--- src/rtl/pc_sequencer_if.sv ---
// Fetch-stage program-counter bus: control-side next-PC select in, and
// current PC, PC+4 and return-address stack status out.
interface pc_sequencer_if #(
  parameter int WIDTH     = 64,
  parameter int RAS_DEPTH = 8
);
  logic                         stall;
  logic [2:0]                   PS;
  logic [WIDTH-1:0]             in;
  logic [WIDTH-1:0]             PC;
  logic [WIDTH-1:0]             PC4;
  logic [WIDTH-1:0]             ras_top;
  logic [$clog2(RAS_DEPTH):0]   ras_count;
  logic                         ras_overflow;
  logic                         ras_underflow;

  modport master (
    output stall, PS, in,
    input  PC, PC4, ras_top, ras_count, ras_overflow, ras_underflow
  );

  modport slave (
    input  stall, PS, in,
    output PC, PC4, ras_top, ras_count, ras_overflow, ras_underflow
  );
endinterface

--- src/rtl/pc_sequencer.sv ---
// Program-counter sequencer with hold/increment/jump/branch, call/return via
// a circular return-address stack, stall, and restart to a reset vector.
module pc_sequencer #(
  parameter int               WIDTH        = 64,
  parameter int               RAS_DEPTH    = 8,
  parameter logic [WIDTH-1:0] RESET_VECTOR = '0
) (
  input  logic          clock,
  input  logic          reset,
  pc_sequencer_if.slave bus
);

  localparam int PTR_W = $clog2(RAS_DEPTH);
  localparam int CNT_W = PTR_W + 1;
  localparam logic [CNT_W-1:0] CNT_FULL = CNT_W'(RAS_DEPTH);

  typedef enum logic [2:0] {
    PS_HOLD     = 3'b000,
    PS_INC      = 3'b001,
    PS_JUMP     = 3'b010,
    PS_BRANCH   = 3'b011,
    PS_CALL_ABS = 3'b100,
    PS_CALL_REL = 3'b101,
    PS_RETURN   = 3'b110,
    PS_RESTART  = 3'b111
  } ps_e;

  logic [WIDTH-1:0] pc_q, pc_d;
  logic [PTR_W-1:0] ptr_q, ptr_d;
  logic [CNT_W-1:0] cnt_q, cnt_d;
  logic             ovf_q, ovf_d;
  logic             unf_q, unf_d;
  logic [WIDTH-1:0] ras_mem_q [RAS_DEPTH];

  logic             mem_we;
  logic [PTR_W-1:0] mem_waddr;
  logic [WIDTH-1:0] mem_wdata;

  logic [WIDTH-1:0] pc4;
  logic [WIDTH-1:0] ofs;
  logic [WIDTH-1:0] rel_target;
  logic [WIDTH-1:0] top_entry;
  logic [PTR_W-1:0] ptr_inc;
  logic [PTR_W-1:0] ptr_dec;
  logic             stack_full;
  logic             stack_empty;

  assign pc4         = pc_q + WIDTH'(4);
  assign ofs         = {bus.in[WIDTH-3:0], 2'b00};
  assign rel_target  = pc4 + ofs;
  assign top_entry   = ras_mem_q[ptr_q];
  assign ptr_inc     = ptr_q + PTR_W'(1);
  assign ptr_dec     = ptr_q - PTR_W'(1);
  assign stack_full  = (cnt_q == CNT_FULL);
  assign stack_empty = (cnt_q == '0);

  always_comb begin
    pc_d      = pc_q;
    ptr_d     = ptr_q;
    cnt_d     = cnt_q;
    ovf_d     = 1'b0;
    unf_d     = 1'b0;
    mem_we    = 1'b0;
    mem_waddr = ptr_inc;
    mem_wdata = pc4;

    if (!bus.stall) begin
      unique case (ps_e'(bus.PS))
        PS_HOLD:   pc_d = pc_q;
        PS_INC:    pc_d = pc4;
        PS_JUMP:   pc_d = bus.in;
        PS_BRANCH: pc_d = rel_target;
        PS_CALL_ABS, PS_CALL_REL: begin
          pc_d   = (bus.PS == PS_CALL_ABS) ? bus.in : rel_target;
          mem_we = 1'b1;
          ptr_d  = ptr_inc;
          // A full stack wraps onto the oldest entry instead of growing.
          if (stack_full) ovf_d = 1'b1;
          else            cnt_d = cnt_q + CNT_W'(1);
        end
        PS_RETURN: begin
          if (stack_empty) begin
            pc_d  = pc4;
            unf_d = 1'b1;
          end else begin
            pc_d  = top_entry;
            ptr_d = ptr_dec;
            cnt_d = cnt_q - CNT_W'(1);
          end
        end
        PS_RESTART: begin
          pc_d  = RESET_VECTOR;
          ptr_d = '0;
          cnt_d = '0;
        end
        default: pc_d = pc_q;
      endcase
    end
  end

  always_ff @(posedge clock) begin
    if (reset) begin
      pc_q  <= RESET_VECTOR;
      ptr_q <= '0;
      cnt_q <= '0;
      ovf_q <= 1'b0;
      unf_q <= 1'b0;
    end else begin
      pc_q  <= pc_d;
      ptr_q <= ptr_d;
      cnt_q <= cnt_d;
      ovf_q <= ovf_d;
      unf_q <= unf_d;
    end
  end

  // Stack storage is deliberately not cleared by reset; count gates visibility.
  always_ff @(posedge clock) begin
    if (!reset && mem_we) ras_mem_q[mem_waddr] <= mem_wdata;
  end

  assign bus.PC            = pc_q;
  assign bus.PC4           = pc4;
  assign bus.ras_top       = stack_empty ? '0 : top_entry;
  assign bus.ras_count     = cnt_q;
  assign bus.ras_overflow  = ovf_q;
  assign bus.ras_underflow = unf_q;

endmodule

--- src/flat_wrapper.sv ---
// flat-port wrapper written by rule: the top's interface ports become plain ports
module pc_sequencer_flat 
#(
  parameter int               WIDTH        = 64,
  parameter int               RAS_DEPTH    = 8,
  parameter logic [WIDTH-1:0] RESET_VECTOR = '0
)
  (clock, reset, bus_stall, bus_PS, bus_in, bus_PC, bus_PC4, bus_ras_top, bus_ras_count, bus_ras_overflow, bus_ras_underflow);
  pc_sequencer_if #(.WIDTH(WIDTH), .RAS_DEPTH(RAS_DEPTH)) bus_i ();
  input  logic clock;
  input  logic reset;
  input wire logic [$bits(bus_i.stall)-1:0] bus_stall;
  input wire logic [$bits(bus_i.PS)-1:0] bus_PS;
  input wire logic [$bits(bus_i.in)-1:0] bus_in;
  output wire logic [$bits(bus_i.PC)-1:0] bus_PC;
  output wire logic [$bits(bus_i.PC4)-1:0] bus_PC4;
  output wire logic [$bits(bus_i.ras_top)-1:0] bus_ras_top;
  output wire logic [$bits(bus_i.ras_count)-1:0] bus_ras_count;
  output wire logic [$bits(bus_i.ras_overflow)-1:0] bus_ras_overflow;
  output wire logic [$bits(bus_i.ras_underflow)-1:0] bus_ras_underflow;
  assign bus_i.stall = bus_stall;
  assign bus_i.PS = bus_PS;
  assign bus_i.in = bus_in;
  assign bus_PC = bus_i.PC;
  assign bus_PC4 = bus_i.PC4;
  assign bus_ras_top = bus_i.ras_top;
  assign bus_ras_count = bus_i.ras_count;
  assign bus_ras_overflow = bus_i.ras_overflow;
  assign bus_ras_underflow = bus_i.ras_underflow;
  pc_sequencer #(.WIDTH(WIDTH), .RAS_DEPTH(RAS_DEPTH), .RESET_VECTOR(RESET_VECTOR)) u_core (.clock(clock), .reset(reset), .bus(bus_i));
endmodule
--- config.mk ---
export PLATFORM = sky130hd
export DESIGN_NAME = pc_sequencer_flat
export DESIGN_NICKNAME = d
export VERILOG_FILES = /design/src/rtl/pc_sequencer_if.sv /design/src/rtl/pc_sequencer.sv /design/src/flat_wrapper.sv
export SDC_FILE = /design/constraint.sdc
export NUM_CORES = 1
export LEC_CHECK = 0
export CORE_MARGIN = 3
export CORE_UTILIZATION = 40
export CTS_BUF_LIST = sky130_fd_sc_hd__clkbuf_4 sky130_fd_sc_hd__clkbuf_8
export DETAILED_ROUTE_END_ITERATION = 12
export MAX_ROUTING_LAYER = met4
export PLACE_DENSITY = 0.56
export REMOVE_ABC_BUFFERS = 1
export SYNTH_ARGS = -nofsm -noshare
export SYNTH_HDL_FRONTEND = slang
export SYNTH_SLANG_ARGS = --single-unit
--- constraint.sdc ---
create_clock -name clock -period 11 [get_ports clock]
set_clock_uncertainty 0.1 [all_clocks]
set_input_delay 3.3 -clock clock [delete_from_list [all_inputs] [get_ports clock]]
set_output_delay 3.3 -clock clock [all_outputs]
set_load 0.02 [all_outputs]
==> summary.json <==
{
  "finalCriticalPeriod_ns": 8.243,
  "max-clock-path-buffers": 3,
  "setup_total_negative_slack_ns": 0,
  "dr.first_iter.drc_count": 1895,
  "critPathKind": "reg2out",
  "crit_path_max_fanout": 11,
  "post_synth_inst_count": 2158,
  "p_leak_nw": 11.90,
  "numCtsBuffers": 98,
  "cts_root_buffer": "sky130_fd_sc_hd__clkbuf_8",
  "h-tree-depth": 3,
  "cts_tree": "done",
  "half_perimeter_wire_length_after_placement_um": 63030,
  "grt_pass1_vias": 20373,
  "cts_hold_buffers": 0,
  "critical-path-max-stage-delay_ns": 0.75,
  "clk_transition_reported_paths_ns": 0.06,
  "hold_violations": 0,
  "slew_viol_final": 0,
  "achievable-frequency_mhz": 121.3,
  "ir_drop_uv": 68.83,
  "width_of_the_chip_um": 274.9,
  "site_row_count": 97,
  "hp-class": "reg2reg",
  "syn_avg_cell_area_um2": 13.40,
  "pwr_density_cell_nw_per_um2": 159.9,
  "synthDominantCellAreaShare_pct": 53.16,
  "grt_pass1_wl_um": 137000,
  "synth_cell_types": 74,
  "gp_routability_congestion": 0.9304,
  "largest_area_contributor_in_the_synthesized_netlist": "sky130_fd_sc_hd__edfxtp_1",
  "netlist_area_um2": 28920,
  "drive_above_1_share_pct": 15.97,
  "timing.max_cap.violations": 0,
  "postRouteWirelength_um": 94280,
  "io_buffer_count": 267,
  "cts_setup_buffers": 0,
  "whs_ns": 0.4239,
  "grt_antenna_before_repair": 4,
  "ys.warnings.count": 0,
  "critical_path_required_ns": 7.60,
  "async_flop_share_pct": 0,
  "tightestPinTransition_ns": 1.249,
  "maxSlewHeadroom_pct": 16.45,
  "status": "finished, final reports clean",
  "rsz_0062_raised_after_global_routing": "no",
  "crit_arrival_ns": 4.84,
  "worstSetupEndpointType": "output port",
  "crit_buf_inv": 1,
  "antenna_left": 0,
  "area.growth.synth_to_final_pct": 20.85,
  "global_route.usage.total_pct": 25.33,
  "dieArea_um2": 75570,
  "final-setup-viol-count": 0,
  "routedWlPerCell_um": 27.00,
  "drt_pass1_iterations": 5,
  "pin_count_of_the_biggest_net_entering_global_routing": 79,
  "overflow": 0,
  "top_area_cells_in_the_synthesized_netlist": "sky130_fd_sc_hd__edfxtp_1 (53%), sky130_fd_sc_hd__mux4_2 (10%), sky130_fd_sc_hd__dfxtp_1 (5.3%), sky130_fd_sc_hd__ha_1 (3.3%), sky130_fd_sc_hd__nor2_1 (2.5%)",
  "routed_via_density": 5.912,
  "ioPinCount": 268,
  "synth_enable_flop_cells": 512,
  "worst_path_max_delay_cell": "sky130_fd_sc_hd__clkdlybuf4s50_1",
  "drc": 0,
  "die_y_um": 274.9,
  "synth_flop_cell": "sky130_fd_sc_hd__edfxtp_1",
  "clkLatencyLatePin_ns": 0.69,
  "initial_utilization_pct": 40.81,
  "ys_seq_area_share_pct": 58.42,
  "post_cts_resized": 0,
  "postSynthRegisterBits": 588,
  "path_cells": "nand4_1 -> or2_4 -> nor3_2 -> nand3_1 -> or2_1 -> nor3_1 -> xor2_1 -> clkdlybuf4s50_1",
  "cts_num_sinks": 588,
  "coreArea_um2": 70880,
  "critPathLaunchType": "flop",
  "min_period_over_period_pct": 74.94,
  "num_vias": 20645,
  "timing.critical_path.max_delay_family": "simple AND/OR/NAND/NOR gates",
  "finish.net_count": 2611
}
[cell type report]
type                    instances  area, um2
fillers                      6226      35930
flip-flops and latches        588      16910
multi-input cells            1409      11470
repair buffers                333       3178
clock buffers                 143       1749
well taps                     940       1176
clock inverters                42      336.6
inverters                      33      123.9
diodes                          4      10.01
[worst paths after layout]
path                     startpoint                 to  slack (ns)  depth (start not counted)
setup / recovery  u_core.bus.PC[16]        bus_PC4[62]        2.76                          8
hold / removal      u_core.ptr_q[1]               flop        0.42                          2
setup reg to reg   u_core.bus.PC[8]  u_core.bus.PC[60]        5.04                         18
hold reg to reg     u_core.ptr_q[1]               flop        0.42                          2
[layout by cell type, fill, tap and decap left out, types with 67 or more instances in the layout]
master,count
sky130_fd_sc_hd__a21oi_1,122
sky130_fd_sc_hd__nor2_1,186
sky130_fd_sc_hd__mux2i_1,67
sky130_fd_sc_hd__edfxtp_1,512
sky130_fd_sc_hd__xnor2_1,67
sky130_fd_sc_hd__clkdlybuf4s50_1,266
sky130_fd_sc_hd__mux4_2,128
sky130_fd_sc_hd__ha_1,76
sky130_fd_sc_hd__nand2_1,125
sky130_fd_sc_hd__clkbuf_8,108
sky130_fd_sc_hd__dfxtp_1,73
[worst reg2reg max path: stages, from the launching register on]
cell and delay [ns]:
sky130_fd_sc_hd__dfxtp_1 0.44, sky130_fd_sc_hd__and4_1 0.32, sky130_fd_sc_hd__and3_1 0.24, sky130_fd_sc_hd__and2_1 0.17, sky130_fd_sc_hd__and3_1 0.27, sky130_fd_sc_hd__nor2b_1 0.28
sky130_fd_sc_hd__nand3_1 0.16, sky130_fd_sc_hd__nor2_1 0.14, sky130_fd_sc_hd__xor2_1 0.66, sky130_fd_sc_hd__ha_1 0.42, sky130_fd_sc_hd__a21o_1 0.21, sky130_fd_sc_hd__a21o_1 0.18
sky130_fd_sc_hd__a221o_1 0.33, sky130_fd_sc_hd__nor3_1 0.49, sky130_fd_sc_hd__o21ai_1 0.27, sky130_fd_sc_hd__a21oi_1 0.43, sky130_fd_sc_hd__o21ai_0 0.23, sky130_fd_sc_hd__nor4bb_1 0.19
sky130_fd_sc_hd__o32a_1 0.33
[state kept, by name (all words and copies together) (netlist names), named ones only]
register / flops
u_core.ras_mem_q: 512
u_core.bus.ras_overflow: 1
u_core.bus.ras_underflow: 1
u_core.bus.PC: 64
u_core.ptr_q: 3
u_core.bus.ras_count: 4
[through the flow]
stage          worst slack [ns]  instances  area (um2)  total power [W]  util [%]
3_5_place_dp              3.564       3303       32860         0.003598     46.36
2_1_floorplan             1.158       2030       28410         0.003173         -
6_report                  2.757       3492       34950         0.005590     49.31
3_3_place_gp              3.633       3303       32860         0.003590     46.36
5_1_grt                   2.587       3492       34950         0.005807     49.31
4_1_cts                   2.785       3488       34940         0.005634     49.30
[cells in the mapped netlist, types with 8 or more instances]
cell / n
sky130_fd_sc_hd__a221oi_1: 41
sky130_fd_sc_hd__nand2b_1: 12
sky130_fd_sc_hd__nor3_1: 68
sky130_fd_sc_hd__o211ai_1: 9
sky130_fd_sc_hd__inv_1: 33
sky130_fd_sc_hd__a22oi_1: 9
sky130_fd_sc_hd__mux2i_1: 67
sky130_fd_sc_hd__nand4_1: 29
sky130_fd_sc_hd__dfxtp_1: 76
sky130_fd_sc_hd__a221o_1: 35
sky130_fd_sc_hd__and2_1: 8
sky130_fd_sc_hd__mux4_2: 128
sky130_fd_sc_hd__a211oi_1: 24
sky130_fd_sc_hd__a31oi_1: 12
sky130_fd_sc_hd__ha_1: 76
sky130_fd_sc_hd__a21boi_0: 8
sky130_fd_sc_hd__nand2_1: 126
sky130_fd_sc_hd__a311oi_1: 9
sky130_fd_sc_hd__nor4_1: 9
sky130_fd_sc_hd__a21o_1: 34
sky130_fd_sc_hd__a31o_2: 9
sky130_fd_sc_hd__nor2_1: 191
sky130_fd_sc_hd__o21a_1: 16
sky130_fd_sc_hd__nand3_1: 44
sky130_fd_sc_hd__and3_1: 30
sky130_fd_sc_hd__o21bai_1: 12
sky130_fd_sc_hd__a21oi_1: 122
sky130_fd_sc_hd__o21ai_0: 66
sky130_fd_sc_hd__nor2b_1: 12
sky130_fd_sc_hd__edfxtp_1: 512
sky130_fd_sc_hd__buf_2: 17
sky130_fd_sc_hd__xor2_1: 48
sky130_fd_sc_hd__buf_1: 15
sky130_fd_sc_hd__xnor2_1: 67
sky130_fd_sc_hd__clkbuf_1: 94
[cell families after synthesis]
group,share of synthesized area (%)
DFF,58.42
muxes,12.32
AOI/OAI and AO/OA,10.67
and+or+nand+nor,9.491
adders and majority gates,3.426
xor gates and xnor gates,3.482
buffers and inverters,2.189
[per-layer routing]
metal  wire length (um)  part of all wire, %  track usage, %  up-vias
li1                   -                    -               -     9129
met1              40990                   43           34.05    10548
met2              44310                   47           39.13      776
met3               5918                  6.3           3.951      192
met4               3058                  3.2           9.366        0
met5                  0                    0               -        -
[where the power goes]
| part | switching [W] | internal [W] | leakage, nW | total [W] |
|---|---|---|---|---|
| logic | 0.000622 | 0.000397 | 5.55 | 0.00102 |
| registers | 0.0000531 | 0.00249 | 5.26 | 0.00254 |
| clock network | 0.000890 | 0.00114 | 1.09 | 0.00203 |
| total | 0.00157 | 0.00402 | 11.9 | 0.00559 |
Power figures use the tool's default switching activity.
